$ cat src/rtl/simon_pkg.sv
// -----------------------------------------------------------------------------
// simon_pkg
// Shared definitions for the Simon sequence-game core:
//   - state_e         : game FSM state encodings
//   - LFSR_W/TAPS     : width and tap mask of the 16-bit Fibonacci LFSR
//                       (taps 16,14,13,11 -> bits 15,13,12,10)
//   - TICK_W          : width of the playback tick counter
//   - CNT_W           : width of the len/idx/score counters
//   - TIMEOUT_W/RELOAD: player-timeout counter width and reload value
//   - lfsr_next()     : one LFSR step
// -----------------------------------------------------------------------------
package simon_pkg;

    typedef enum logic [2:0] {
        IDLE     = 3'd0,
        ADD      = 3'd1,
        SHOW_ON  = 3'd2,
        SHOW_OFF = 3'd3,
        PLAYER   = 3'd4,
        WIN      = 3'd5,
        LOSE     = 3'd6
    } state_e;

    localparam int                LFSR_W    = 16;
    localparam logic [LFSR_W-1:0] LFSR_TAPS = 16'hB400;

    localparam int TICK_W = 24;
    localparam int CNT_W  = 8;

    localparam int                   TIMEOUT_W      = 28;
    localparam logic [TIMEOUT_W-1:0] TIMEOUT_RELOAD = 28'd100_000_000;

    // Shift toward the MSB, feedback (XOR of tapped bits) enters at bit 0.
    function automatic logic [LFSR_W-1:0] lfsr_next(input logic [LFSR_W-1:0] v);
        return {v[LFSR_W-2:0], ^(v & LFSR_TAPS)};
    endfunction

endpackage

$ cat src/rtl/simon_seq_lfsr.sv
// -----------------------------------------------------------------------------
// simon_seq_lfsr
// 16-bit Fibonacci LFSR used as the colour source for the game sequence.
// Ports:
//   clk   - clock
//   reset - synchronous active-high reset, loads SEED
//   step  - advance the LFSR by one position this cycle
//   value - current LFSR contents
// -----------------------------------------------------------------------------
module simon_seq_lfsr
    import simon_pkg::*;
#(
    parameter logic [LFSR_W-1:0] SEED = 16'hACE1
) (
    input  logic              clk,
    input  logic              reset,
    input  logic              step,
    output logic [LFSR_W-1:0] value
);

    logic [LFSR_W-1:0] lfsr_q;
    logic [LFSR_W-1:0] lfsr_d;

    always_comb begin
        lfsr_d = lfsr_q;
        if (step) begin
            lfsr_d = lfsr_next(lfsr_q);
        end
    end

    always_ff @(posedge clk) begin
        if (reset) begin
            lfsr_q <= SEED;
        end else begin
            lfsr_q <= lfsr_d;
        end
    end

    assign value = lfsr_q;

endmodule

$ cat src/rtl/simon_seq_core.sv
// -----------------------------------------------------------------------------
// simon_seq_core
// Simon memory-game sequencer: grows a random channel sequence one step per
// round, plays it back on an LED, then checks the player's presses.
//
// Parameters:
//   NUM_CH    - number of buttons/LEDs (2, 4 or 8)
//   MAX_LEN   - sequence length that wins the game (1..255)
//   TICKS_ON  - cycles an LED is lit per playback step (>= 1)
//   TICKS_OFF - dark cycles between playback steps (>= 1)
//   SEED      - LFSR reset value (nonzero)
// Ports:
//   clk         - clock
//   reset       - synchronous active-high reset
//   start       - one-cycle game start pulse (accepted in IDLE, WIN, LOSE)
//   btn_pressed - one-cycle debounced press pulses, one bit per channel
//   led_en      - playback LED lit
//   led_ch      - channel being lit
//   player_turn - waiting for player input
//   score       - completed rounds
//   lose / win  - level outputs, held until start or reset
//
// Build option: define SIMON_TIMEOUT_EN to make PLAYER give up (LOSE) after
// TIMEOUT_RELOAD cycles without an accepted press. Without it PLAYER waits
// forever and no timeout counter exists.
// -----------------------------------------------------------------------------
module simon_seq_core
    import simon_pkg::*;
#(
    parameter  int                NUM_CH    = 4,
    parameter  int                MAX_LEN   = 32,
    parameter  int                TICKS_ON  = 10000000,
    parameter  int                TICKS_OFF = 5000000,
    parameter  logic [LFSR_W-1:0] SEED      = 16'hACE1,
    localparam int                CH_W      = $clog2(NUM_CH)
) (
    input  logic              clk,
    input  logic              reset,
    input  logic              start,
    input  logic [NUM_CH-1:0] btn_pressed,
    output logic              led_en,
    output logic [CH_W-1:0]   led_ch,
    output logic              player_turn,
    output logic [7:0]        score,
    output logic              lose,
    output logic              win
);

    localparam int                AW         = (MAX_LEN > 1) ? $clog2(MAX_LEN) : 1;
    localparam logic [TICK_W-1:0] ON_RELOAD  = TICK_W'(TICKS_ON - 1);
    localparam logic [TICK_W-1:0] OFF_RELOAD = TICK_W'(TICKS_OFF - 1);
    localparam logic [CNT_W-1:0]  LEN_MAX    = CNT_W'(MAX_LEN);
    localparam logic [CNT_W-1:0]  CNT_ONE    = CNT_W'(1);

    state_e            state_q, state_d;
    logic [TICK_W-1:0] tick_q, tick_d;
    logic [CNT_W-1:0]  len_q, len_d;
    logic [CNT_W-1:0]  idx_q, idx_d;
    logic [CNT_W-1:0]  score_q, score_d;
`ifdef SIMON_TIMEOUT_EN
    logic [TIMEOUT_W-1:0] to_q, to_d;
`endif

    logic [CH_W-1:0]   seq_q [MAX_LEN];
    logic [CH_W-1:0]   seq_cur;
    logic              seq_we;

    logic              lfsr_step;
    logic [LFSR_W-1:0] lfsr_val;
    logic              lfsr_unused;

    logic              btn_onehot;
    logic [CH_W-1:0]   btn_ch;

    function automatic logic [CH_W-1:0] btn_to_ch(input logic [NUM_CH-1:0] b);
        logic [CH_W-1:0] ch;
        ch = '0;
        for (int i = 0; i < NUM_CH; i++) begin
            if (b[i]) begin
                ch = CH_W'(i);
            end
        end
        return ch;
    endfunction

    simon_seq_lfsr #(
        .SEED (SEED)
    ) u_lfsr (
        .clk   (clk),
        .reset (reset),
        .step  (lfsr_step),
        .value (lfsr_val)
    );

    // Only the low CH_W bits pick a channel; the rest only feed the shift.
    assign lfsr_unused = ^lfsr_val[LFSR_W-1:CH_W];

    assign seq_cur    = seq_q[idx_q[AW-1:0]];
    assign btn_onehot = (btn_pressed != '0) &&
                        ((btn_pressed & (btn_pressed - NUM_CH'(1))) == '0);
    assign btn_ch     = btn_to_ch(btn_pressed);

    always_comb begin
        state_d   = state_q;
        tick_d    = tick_q;
        len_d     = len_q;
        idx_d     = idx_q;
        score_d   = score_q;
        seq_we    = 1'b0;
        lfsr_step = 1'b0;
`ifdef SIMON_TIMEOUT_EN
        to_d      = to_q;
`endif

        case (state_q)
            IDLE: begin
                if (start) begin
                    len_d   = '0;
                    score_d = '0;
                    state_d = ADD;
                end else begin
                    // Held on the start cycle, so a start straight out of
                    // reset makes SEED's low bits the first colour.
                    lfsr_step = 1'b1;
                end
            end

            ADD: begin
                lfsr_step = 1'b1;
                seq_we    = 1'b1;
                len_d     = len_q + CNT_ONE;
                idx_d     = '0;
                state_d   = SHOW_ON;
            end

            SHOW_ON: begin
                if (tick_q == '0) begin
                    state_d = SHOW_OFF;
                end else begin
                    tick_d = tick_q - TICK_W'(1);
                end
            end

            SHOW_OFF: begin
                if (tick_q == '0) begin
                    if (idx_q + CNT_ONE < len_q) begin
                        idx_d   = idx_q + CNT_ONE;
                        state_d = SHOW_ON;
                    end else begin
                        idx_d   = '0;
                        state_d = PLAYER;
                    end
                end else begin
                    tick_d = tick_q - TICK_W'(1);
                end
            end

            PLAYER: begin
                if (btn_pressed == '0) begin
`ifdef SIMON_TIMEOUT_EN
                    if (to_q == '0) begin
                        state_d = LOSE;
                    end else begin
                        to_d = to_q - TIMEOUT_W'(1);
                    end
`endif
                end else if (btn_onehot && (btn_ch == seq_cur)) begin
                    idx_d = idx_q + CNT_ONE;
`ifdef SIMON_TIMEOUT_EN
                    to_d  = TIMEOUT_RELOAD;
`endif
                    if (idx_q + CNT_ONE == len_q) begin
                        score_d = len_q;
                        state_d = (len_q == LEN_MAX) ? WIN : ADD;
                    end
                end else begin
                    // Wrong channel or several buttons at once.
                    state_d = LOSE;
                end
            end

            WIN, LOSE: begin
                if (start) begin
                    len_d   = '0;
                    score_d = '0;
                    state_d = ADD;
                end
            end

            default: begin
                state_d = IDLE;
            end
        endcase

        // No state loops back to itself through a transition, so a state
        // change is exactly a state entry.
        if (state_d != state_q) begin
            if (state_d == SHOW_ON) begin
                tick_d = ON_RELOAD;
            end else if (state_d == SHOW_OFF) begin
                tick_d = OFF_RELOAD;
            end else begin
                tick_d = '0;
            end
`ifdef SIMON_TIMEOUT_EN
            if (state_d == PLAYER) begin
                to_d = TIMEOUT_RELOAD;
            end
`endif
        end
    end

    always_ff @(posedge clk) begin
        if (reset) begin
            state_q <= IDLE;
            tick_q  <= '0;
            len_q   <= '0;
            idx_q   <= '0;
            score_q <= '0;
`ifdef SIMON_TIMEOUT_EN
            to_q    <= '0;
`endif
        end else begin
            state_q <= state_d;
            tick_q  <= tick_d;
            len_q   <= len_d;
            idx_q   <= idx_d;
            score_q <= score_d;
`ifdef SIMON_TIMEOUT_EN
            to_q    <= to_d;
`endif
        end
    end

    // Sequence store carries no reset; only entries below len are ever read.
    always_ff @(posedge clk) begin
        if (seq_we) begin
            seq_q[len_q[AW-1:0]] <= lfsr_val[CH_W-1:0];
        end
    end

    assign led_en      = (state_q == SHOW_ON);
    assign led_ch      = (state_q == SHOW_ON) ? seq_cur : '0;
    assign player_turn = (state_q == PLAYER);
    assign score       = score_q;
    assign lose        = (state_q == LOSE);
    assign win         = (state_q == WIN);

endmodule

$ cat config.mk
export PLATFORM = sky130hd
export DESIGN_NAME = simon_seq_core
export DESIGN_NICKNAME = d
export VERILOG_FILES = /design/src/rtl/simon_pkg.sv /design/src/rtl/simon_seq_lfsr.sv /design/src/rtl/simon_seq_core.sv
export SDC_FILE = /design/constraint.sdc
export NUM_CORES = 1
export LEC_CHECK = 0
export CAP_MARGIN = 20
export CORE_ASPECT_RATIO = 0.6
export CORE_MARGIN = 10
export CORE_UTILIZATION = 45
export CTS_CLUSTER_SIZE = 14
export DETAILED_ROUTE_END_ITERATION = 12
export DONT_BUFFER_PORTS = 1
export PLACE_DENSITY_LB_ADDON = 0.05
export SLEW_MARGIN = 20
export SYNTH_ARGS = -nofsm -noshare
export SYNTH_HDL_FRONTEND = slang
export SYNTH_HIERARCHICAL = 1
export SYNTH_SLANG_ARGS = --single-unit
$ cat constraint.sdc
create_clock -name clk -period 6.29 [get_ports clk]
set_input_delay 0 -clock clk [delete_from_list [all_inputs] [get_ports clk]]
set_output_delay 0 -clock clk [all_outputs]
set_load 0.01 [all_outputs]
======== Word-level counts from Yosys, hierarchy flattened ========
Memories as Yosys holds them, arrays and structs flattened. A register that Yosys moved wholly into a read port is not among the register bits.
Index checks and enable logic that the tools add are counted.
operators by class
  bitwise operators ....................... 1
  $lt $le $gt $ge ......................... 1
  multiplexer cells ....................... 36
  equal/unequal tests ..................... 18
  reductions and logical operators ........ 18
  add/subtract/negate cells ............... 4
operators by type and width
  cell                                                                   count
  24-bit two-way mux                                                     4
  8-bit two-way mux                                                      8
  8-bit one-hot mux with 2 select lines                                  2
  24-bit logical NOT                                                     1
  3-bit two-way mux                                                      8
  8-bit one-hot mux with 3 select lines                                  1
  24-bit by 1-bit subtractor with 24-bit output (second input constant)  1
  23-bit two-way mux                                                     1
  8-bit by 1-bit adder with 8-bit output (second input constant)         2
  16-bit XOR reduction                                                   1
  3-bit one-hot mux with 5 select lines                                  1
  3-bit by 2-bit == test with 1-bit output (second input constant)       4
  5-bit two-way mux                                                      2
  3-bit == test (second input constant)                                  3
  8-bit by 6-bit == test with 1-bit output (second input constant)       1
  8-bit == test                                                          1
  4-bit logical NOT                                                      2
  8-bit less-than comparator                                             1
  2-bit by 1-bit != test with 1-bit output (second input constant)       4
  2-bit two-way mux                                                      3
  2-bit nonzero test                                                     3
  1-bit two-way mux                                                      5
  5-bit AND reduction                                                    1
  4-bit AND                                                              1
  other kinds (14)                                                       17
word-level totals
  output and inout bits ................... 14
  bits in registers ....................... 67
  memory bits (writable) .................. 64
  memories ................................ 1
  logic and storage cells ................. 85
  input port bits ......................... 7
memories
  memory  depth  width  rd ports  clocked after memory_dff  write ports  RTL line              RTL
  seq_q   32     2      1         1                         1            simon_seq_core.sv:64  logic [CH_W-1:0] seq_q [MAX_LEN];

======== Depth between registers and ports, before layout ========
Gate-level depths: netlist (run 1).
  depth after elaboration ................. 12
  mapped depth ............................ 13
  depth with buffers taken out ............ 13

======== By module ========
The synthesis (run 1) kept the hierarchy.
by module, submodules not included
  module          cells an instance  times used  area each (µm²)  seq. area each (µm²)
  simon_seq_core  564                1           5840.6           3042.9
  simon_seq_lfsr  55                 1           619.3            320.3

======== Least setup slack after synthesis (run 1) ========
No wires, ideal clock.
  path type ............................... register to register
  start ................................... reg idx_q[0]
  end ..................................... reg tick_q[15]
  path slack .............................. 3.523 ns
  period minus slack after synthesis ...... 2.767 ns
  library setup time ...................... 0.074 ns
  arrival ................................. 2.693 ns
  buffers on the path ..................... 0
  stages on the path, launching flop included .. 14
  data required time ...................... 6.216 ns
  cells stage by stage .................... dfxtp_1 > ha_1 > and3_1 > nand3_1 > xnor2_1 > ha_1 > nand4_1 > or2_2 > o311ai_0 > o31ai_1 > a22oi_1 > nor2b_1 > o21bai_2 > a31oi_1
on the way
  longest elaborated chain between the ends .. 9
  elaborated cells between the ends (all ways) .. 16
  classes of those cells .................. add/sub (1); order compare (1); eq/ne (4); mux (8); reduce/logical (2)
RTL lines
  item                                                                              RTL line                                      RTL
  start: declaration                                                                simon_seq_core.sv:58                          logic [CNT_W-1:0] idx_q, idx_d;
  start signal: assignment                                                          simon_seq_core.sv:227                         idx_q <= idx_d;
  8-bit by 1-bit adder with 8-bit output (*)                                        simon_seq_core.sv:146, simon_seq_core.sv:172
  branches (longest 4 deep; another with 8-bit less-than comparator)                -
  3-bit one-hot mux with 5 select lines (*)                                         simon_seq_core.sv:115                         case (state_q)
  3-bit != test / 3-bit by 2-bit == test with 1-bit output (equally long branches)  simon_seq_core.sv:197, simon_seq_core.sv:198
  2-bit by 1-bit != test with 1-bit output (no line), or another cell as far along  -
  2-bit AND reduction (no line) / 24-bit two-way mux (equally long branches)        -
  end signal: assignment                                                            simon_seq_core.sv:225                         tick_q <= tick_d;
  end: declaration                                                                  simon_seq_core.sv:56                          logic [TICK_W-1:0] tick_q, tick_d;
Mark *: on every way between the ends.
A chain may end at the register's enable or synchronous reset.

==> key figures, run 1 <==
Global route
  • GRT Util Overall: 0.1537
  • Vias in the first global route: around 4,400
  • Largest net degree at the start of global routing: 41
  • Initial antenna violation count: 0
  • Gr ovfl total: 0
  • First-pass GRT wire length: approximately 24,000 um

Logic synthesis
  • Yosys reg bits: 136
  • Synthesized area: roughly 0.0065 mm^2
  • Async SR Flop Fraction: 0
  • Post-Syn Instances: roughly 620
  • Syn nets: 640
  • Avg Cell Area, Syn: approximately 10 um^2
  • Synth area leader: edfxtp_1
  • Ys flop type: dfxtp_1
  • Post-synth EDFFs: 64
  • Top cell type's share of synthesized area: 0.2975
  • Ys Warns: 6
  • Unique cell type count in the Yosys netlist: 74
  • Synth area leaders: edfxtp_1 30%, dfxtp_1 22%, mux2i_1 7.3%, nor2_1 4.8%, nand2_1 3.4%
  • Register area share after synthesis: 0.5206

CTS
  • CTS Buf Count: 17
  • CTS Buffer Depth: 2
  • # Post-CTS Setup Buffers: 0
  • Clock Latency Late Sink: ~0.42 ns
  • Post_cts resized: 0
  • CTS tree: yes
  • Clock transition at the registers of the reported paths: ~0.070 ns
  • # clock sinks: approximately 140
  • CTS H-Tree Depth: 4
  • Root Driver: clkbuf_16

Min path
  • Worst min path class: input port to register

Die
  • Chip height: around 110 um
  • I/O pins: 21
  • Die area: approximately 0.020 mm^2
  • Initial Util: 0.4656
  • Core ar.: roughly 0.014 mm^2
  • Row cnt: 33
  • Die W: 174.7 um

Final layout
  • Area delta synth->final: 11.20%
  • Ant. Diodes: 0
  • Commonest non-fill, non-tap cell in the layout: nor2_1
  • Final core utilization: 0.5178
  • Nets@finish: between 600 and 700
  • Number of fill cells: 1,281
  • Share of layout cells above drive strength 1: 0.1022
  • Most frequent cells in the layout: 82 x nor2_1, 69 x dfxtp_1, 64 x edfxtp_1

Pwr
  • Sequential Power Share: 0.438
  • Clock power share: 0.375
  • Peak VDD IR: 0.1800 mV
  • Sw Share: 0.3186
  • P_int: roughly 1.7 mW
  • Pwr Density: between 300 and 400 mW/mm^2
  • Comb pwr share: 0.187
  • Net Sw Power: around 0.80 mW
  • Leak Pwr: roughly 2.5 nW

STA
  • Final Cycle Share: 0.5791
  • Fin. Hold Viols: 0
  • Fmax: around 270 MHz
  • Final Max Slew Viols: 0
  • Setup tns final: 0 ns
  • RSZ-0062 raised after global routing: false
  • Slew headroom: 0.3052
  • Final Skew: between 0.015 and 0.02 ns
  • Minimum clock period: 3.642 ns
  • Worst slew pin tran: ~1.0 ns
  • Finish-stage setup viols: 0

Place
  • Detail Placement HPWL: 10,590 um
  • Port-buffer cells: 0
  • Gpl congestion: between 0.8 and 0.9

Routing
  • Via count: approximately 4,600
  • Highest metal used: met4
  • DRT Pass-1 Iters: 5
  • Routed WL: 15,150 um
  • M1 wire length: around 8000 um
  • WL met3: ~1000 um
  • Drt wl/cell: between 15 and 20 um
  • Vias/cell: 5.588
  • Met2 wire len: 6028 um
  • Antenna viol nets, final: 0
  • DRC errors left: 0
  • Initial DRC count: ~340

Critical path
  • Crit path DAT: 3.90 ns
  • Endpoint class of the critical path: register
  • CP required: about 6.6 ns
  • WS Path Type: register to register
  • CP max FO: 32
  • Critical path launch point type: register

Run status
  • Outcome: completed

Flow run
  • Max cap viols: 0
==> metal layers <==
layer | vias up | GRT usage
met5 | - | 0
met4 | 0 | 0.03600
met3 | 7 | 0.04150
met2 | 131 | 0.2056
met1 | 2243 | 0.2357
li1 | 2246 | -
==> cell usage after synthesis, types with 3 or more instances <==
cell type / instances
a22oi_1: 18
clkbuf_1: 10
nand2_1: 58
mux2i_1: 47
nor3_1: 13
a22o_1: 4
nand2b_1: 19
ha_1: 14
o31ai_1: 3
nand4_1: 5
a211oi_2: 4
a21o_1: 3
a21boi_1: 3
xnor2_1: 16
o21ai_0: 17
edfxtp_1: 64
dfxtp_1: 72
nor4_1: 5
a31oi_1: 4
and3_1: 9
a21oi_1: 22
o211ai_1: 4
nor2_1: 82
nor2b_1: 5
buf_6: 3
nand3_1: 27
xor2_1: 6
o21ai_1: 3
inv_1: 20
==> worst max-delay path, cell delays in order (launching register included) <==
cell and delay [ns]:
dfxtp_2 1.02, mux2i_1 0.18, a22oi_1 0.41, nand2_1 0.10
o21ai_1 0.20, nor2_1 0.11, and4b_1 0.32, a211oi_4 0.09
o31ai_2 0.82, o21ai_0 0.22
==> state kept, by name (all words and copies together), names as in the netlist, named ones only <==
signal and cells:
len_q 8, u_lfsr/value 16, score 8, idx_q 8, state_q 3, seq_q 64
tick_q 24
==> final timing paths <==
check	to	slack (ns)	depth (start not counted)	startpoint
setup / recovery	score[2]	2.65	9	register
hold / removal	state_q[2]	0.06	5	start
setup reg to reg	score[2]	2.65	9	register
hold reg to reg	u_lfsr/value[11]	0.47	2	u_lfsr/value[11]
==> metrics by stage <==
step	cell area [um^2]	cells	hold slack, ns	total power [mW]	setup slack, ns
floorplan	6460	619	0.2401	1.459	3.523
global placement	6564	791	0.07845	1.563	2.777
detailed placement	6565	791	0.07356	1.575	2.636
CTS	7182	828	0.05406	2.529	2.617
global route	7183	828	0.08106	2.634	2.306
finish	7183	828	0.06418	2.514	2.648
==> cell type report <==
class                           count  area [um^2]  area share
Sequential cell                   136         3367      0.4687
Multi-Input combinational cell    440         2869      0.3994
Clock buffer                       17        425.4     0.05922
Tap cell                          192        240.2     0.03344
Clock inverter                     15        131.4     0.01829
Inverter                           22        82.58     0.01150
Timing Repair Buffer                6        67.56    0.009406
==> power by group through the flow <==
stage | registers, mW | clock network (mW) | logic, mW
detailed placement | 1.12 | 0 | 0.454
global route | 1.11 | 0.999 | 0.522
finish | 1.10 | 0.943 | 0.471
CTS | 1.10 | 0.961 | 0.467
global placement | 1.12 | 0 | 0.446
floorplan | 1.08 | 0 | 0.375
==> cells by family (layout without fill, tap and decap cells) <==
group | Yosys count | count (layout) | synth area share
multiplexers | 49 | 49 | 0.07631
XOR/XNOR | 24 | 24 | 0.03486
adder cells (fa/ha/maj) | 14 | 14 | 0.02712
buffers and inverters | 43 | 60 | 0.03602
flip-flops | 136 | 136 | 0.5206
AND/OR/NAND/NOR | 245 | 245 | 0.1852
AO/OA/AOI/OAI | 108 | 108 | 0.1199
==> repair_timing <==
item / 4_1_cts / 5_1_grt
hold endpoints to repair: 72 / 0
hold buffers: 5 / 0
endpoints found under the setup margin: 0 / 0
Power figures use the tool's default switching activity.
==> inputs of run 2 (changes only) <==
--- a/config.mk
+++ b/config.mk
@@ -5,6 +5,7 @@
 export SDC_FILE = /design/constraint.sdc
 export NUM_CORES = 1
 export LEC_CHECK = 0
+export ABC_AREA = 1
 export CAP_MARGIN = 20
 export CORE_ASPECT_RATIO = 0.6
 export CORE_MARGIN = 10
==> constraint.sdc (replaced) <==
create_clock -name clk -period 3.8 [get_ports clk]
set_input_delay 0 -clock clk [delete_from_list [all_inputs] [get_ports clk]]
set_output_delay 0 -clock clk [all_outputs]
set_load 0.01 [all_outputs]
==> key figures, run 2 <==
Place
  • Gpl congestion: 0.8746 (was 0.8292)
  • Detail Placement HPWL: 12,770 um (was 10,590 um)
  • Port-buffer cells: 0 (unchanged)

Global route
  • Largest net degree at the start of global routing: 35 (was 41)
  • Vias in the first global route: 5,290 (was 4,406)
  • First-pass GRT wire length: 29,040 um (was 24,300 um)
  • Gr ovfl total: 0 (unchanged)
  • Initial antenna violation count: 1 (was 0)
  • GRT Util Overall: 0.1741 (was 0.1537)

Min path
  • Worst min path class: input port to register (unchanged)
  • Hold Path End: state_q[1] (was state_q[2])
  • Hold Path Origin: start (unchanged)
  • Worst hold path depth: 5 (unchanged)

Critical path
  • WS Path Type: register to register (unchanged)
  • Endpoint class of the critical path: register (unchanged)
  • CP max FO: 14 (was 32)
  • Reg-to-reg startpoint: idx_q[0]
  • Critical path launch point type: register (unchanged)
  • Critical R2R Capture: tick_q[6] (was score[2])
  • Flop2flop setup slack: 0.31 ns (was 2.65 ns)
  • Crit path DAT: 3.79 ns (was 3.90 ns)
  • Reg2Reg Depth: 19 (was 9)
  • CP required: 4.10 ns (was 6.55 ns)

Die
  • Die W: 181.8 um (was 174.7 um)
  • Chip height: 117.1 um (was 112.8 um)
  • Row cnt: 35 (was 33)
  • Core ar.: 0.01537 mm^2 (was 0.01387 mm^2)
  • Initial Util: 0.4599 (was 0.4656)
  • Die area: 0.02129 mm^2 (was 0.01970 mm^2)
  • I/O pins: 21 (unchanged)

STA
  • Minimum clock period: 3.494 ns (was 3.642 ns)
  • Slew headroom: 0.3987 (was 0.3052)
  • Fin. Hold Viols: 0 (unchanged)
  • RSZ-0062 raised after global routing: false (unchanged)
  • Final Skew: 0.009146 ns (was 0.01731 ns)
  • Final Max Slew Viols: 0 (unchanged)
  • Setup tns final: 0 ns (unchanged)
  • Fmax: 286.2 MHz (was 274.6 MHz)
  • Final Cycle Share: 0.9195 (was 0.5791)
  • Worst slew pin tran: 0.9009 ns (was 1.042 ns)
  • Finish-stage setup viols: 0 (unchanged)

Final layout
  • Most frequent cells in the layout: 206 x nand2_1, 125 x nor2_1, 116 x nand3_1 (was 82 x nor2_1, 69 x dfxtp_1, 64 x edfxtp_1)
  • Number of fill cells: 1,460 (was 1,281)
  • Area delta synth->final: 9.717% (was 11.20%)
  • Nets@finish: 902 (was 644)
  • Commonest non-fill, non-tap cell in the layout: nand2_1 (was nor2_1)
  • Max reg flops: 64 (unchanged)
  • Share of layout cells above drive strength 1: 0.09620 (was 0.1022)
  • Ant. Diodes: 0 (unchanged)

Logic synthesis
  • Syn nets: 903 (was 640)
  • Async SR Flop Fraction: 0 (unchanged)
  • Post-Syn Instances: 882 (was 619)
  • Yosys reg bits: 136 (unchanged)
  • Ys Warns: 6 (unchanged)
  • Synthesized area: 0.007069 mm^2 (was 0.006460 mm^2)
  • Ys flop type: dfxtp_1 (unchanged)
  • Synth area leaders: edfxtp_1 27%, dfxtp_1 20%, nand2_1 11%, nand3_1 8.2%, nor2_1 6.6% (was edfxtp_1 30%, dfxtp_1 22%, mux2i_1 7.3%, nor2_1 4.8%, nand2_1 3.4%)
  • Synth top cells by count: 206 x nand2_1, 125 x nor2_1, 116 x nand3_1, 76 x inv_1, 72 x dfxtp_1 (was 82 x nor2_1, 72 x dfxtp_1, 64 x edfxtp_1, 58 x nand2_1, 47 x mux2i_1)
  • Post-synth EDFFs: 64 (unchanged)
  • Register area share after synthesis: 0.4758 (was 0.5206)
  • Unique cell type count in the Yosys netlist: 45 (was 74)
  • Avg Cell Area, Syn: 8.015 um^2 (was 10.44 um^2)
  • Top cell type's share of synthesized area: 0.2719 (was 0.2975)
  • Most frequent cell after synthesis: nand2_1 (was nor2_1)
  • Synth area leader: edfxtp_1 (unchanged)

CTS
  • Root Driver: clkbuf_16 (unchanged)
  • CTS tree: yes (unchanged)
  • CTS Buffer Depth: 2 (unchanged)
  • CTS Buf Count: 17 (unchanged)
  • Clock Latency Late Sink: 0.42 ns (about the same)
  • # Post-CTS Setup Buffers: 0 (unchanged)
  • CTS H-Tree Depth: 4 (unchanged)
  • # clock sinks: 136 (unchanged)
  • Clock transition at the registers of the reported paths: 0.06 ns (was 0.07 ns)

Routing
  • Drt wl/cell: 16.57 um (was 18.29 um)
  • Routed WL: 18,180 um (was 15,150 um)
  • Via count: 5,764 (was 4,627)
  • DRC errors left: 0 (unchanged)
  • Initial DRC count: 634 (was 341)
  • DRT Pass-1 Iters: 5 (unchanged)
  • Vias/cell: 5.254 (was 5.588)
  • Antenna viol nets, final: 0 (unchanged)

Flow run
  • Max cap viols: 0 (unchanged)

Run status
  • Outcome: completed (unchanged)

Pwr
  • Pwr Density: 676.7 mW/mm^2 (was 350.0 mW/mm^2)
  • Peak VDD IR: 0.2701 mV (was 0.1800 mV)
  • Total power: 5.249 mW (was 2.514 mW)
  • Leak Pwr: 3.155 nW (was 2.512 nW)
-- run 2: area by class of cell --
type                       instances  area, um^2  share of cell area
sequential                       136        3366              0.4339
multi-input combinational        630        3138              0.4046
clock buffer                      17       425.4             0.05485
inverter                          85       329.1             0.04243
tap                              203       254.0             0.03275
clock inverter                    15       137.6             0.01774
timing repair buffer              11       106.4             0.01371
-- run 2: report_power, final --
part / internal [mW] / total, mW / switching (mW)
registers: 1.74 / 1.92 / 0.183
clock network: 0.915 / 1.60 / 0.684
logic: 0.539 / 1.73 / 1.19
total: 3.19 / 5.25 / 2.06
-- run 2: cells by family after synthesis --
| group | after synthesis | synth area share |
|---|---|---|
| simple gates | 522 | 0.3327 |
| flops | 136 | 0.4758 |
| buf+inv | 116 | 0.08035 |
| compound gates | 70 | 0.05664 |
| xor+xnor | 24 | 0.02974 |
| fa+ha+maj | 14 | 0.02478 |
-- run 2: how the worst max path moves through the flow --
stage               startpoint         end  cells past startpoint
floorplan             idx_q[0]  tick_q[10]                     22
global placement      idx_q[0]  tick_q[19]                     22
detailed placement    idx_q[0]   tick_q[6]                     19
CTS                   idx_q[0]  tick_q[12]                     22
global route          idx_q[0]   tick_q[6]                     21
finish                idx_q[0]   tick_q[6]                     19
-- run 2: stage by stage --
step	util	instance area, um^2	std cells	worst slack [ns]	hold WS [ns]
3_3_place_gp	0.4643	7137	1061	0.4907	0.07903
2_1_floorplan	-	7069	882	0.9848	0.09578
6_report	0.5046	7756	1097	0.3059	0.08234
4_1_cts	0.5044	7752	1097	0.3977	0.05989
5_1_grt	0.5046	7756	1097	0.03983	0.1178
3_5_place_dp	0.4645	7139	1061	0.4366	0.08035
-- run 2: layer usage --
metal  global-route usage  part of all wire  wire (um)
met4              0.04857            0.0046         84
met5                    0                 0          0
met2               0.2236              0.37       6773
met3              0.04790             0.088       1602
met1               0.2697              0.53       9715
-- run 2: what timing repair did --
item,4_1_cts,5_1_grt
hold buffers,4,0
endpoints found under the setup margin,0,1
resized for setup,0,1
endpoints found under the hold margin,51,0
-- run 2: worst max-delay path: stages (launching register included) --
cell	delay (ns)
dfxtp_1	0.42
nand3_1	0.13
nand3b_1	0.21
nand3b_1	0.19
xor2_1	0.15
inv_1	0.08
ha_1	0.29
nand2_1	0.09
nor2_1	0.12
nand4_1	0.18
nor3_1	0.20
a21oi_1	0.06
nand3_1	0.13
nand2_1	0.12
o211ai_4	0.19
nand3_4	0.27
nand2_1	0.14
nand2_2	0.10
nor2_1	0.23
nor2_1	0.06
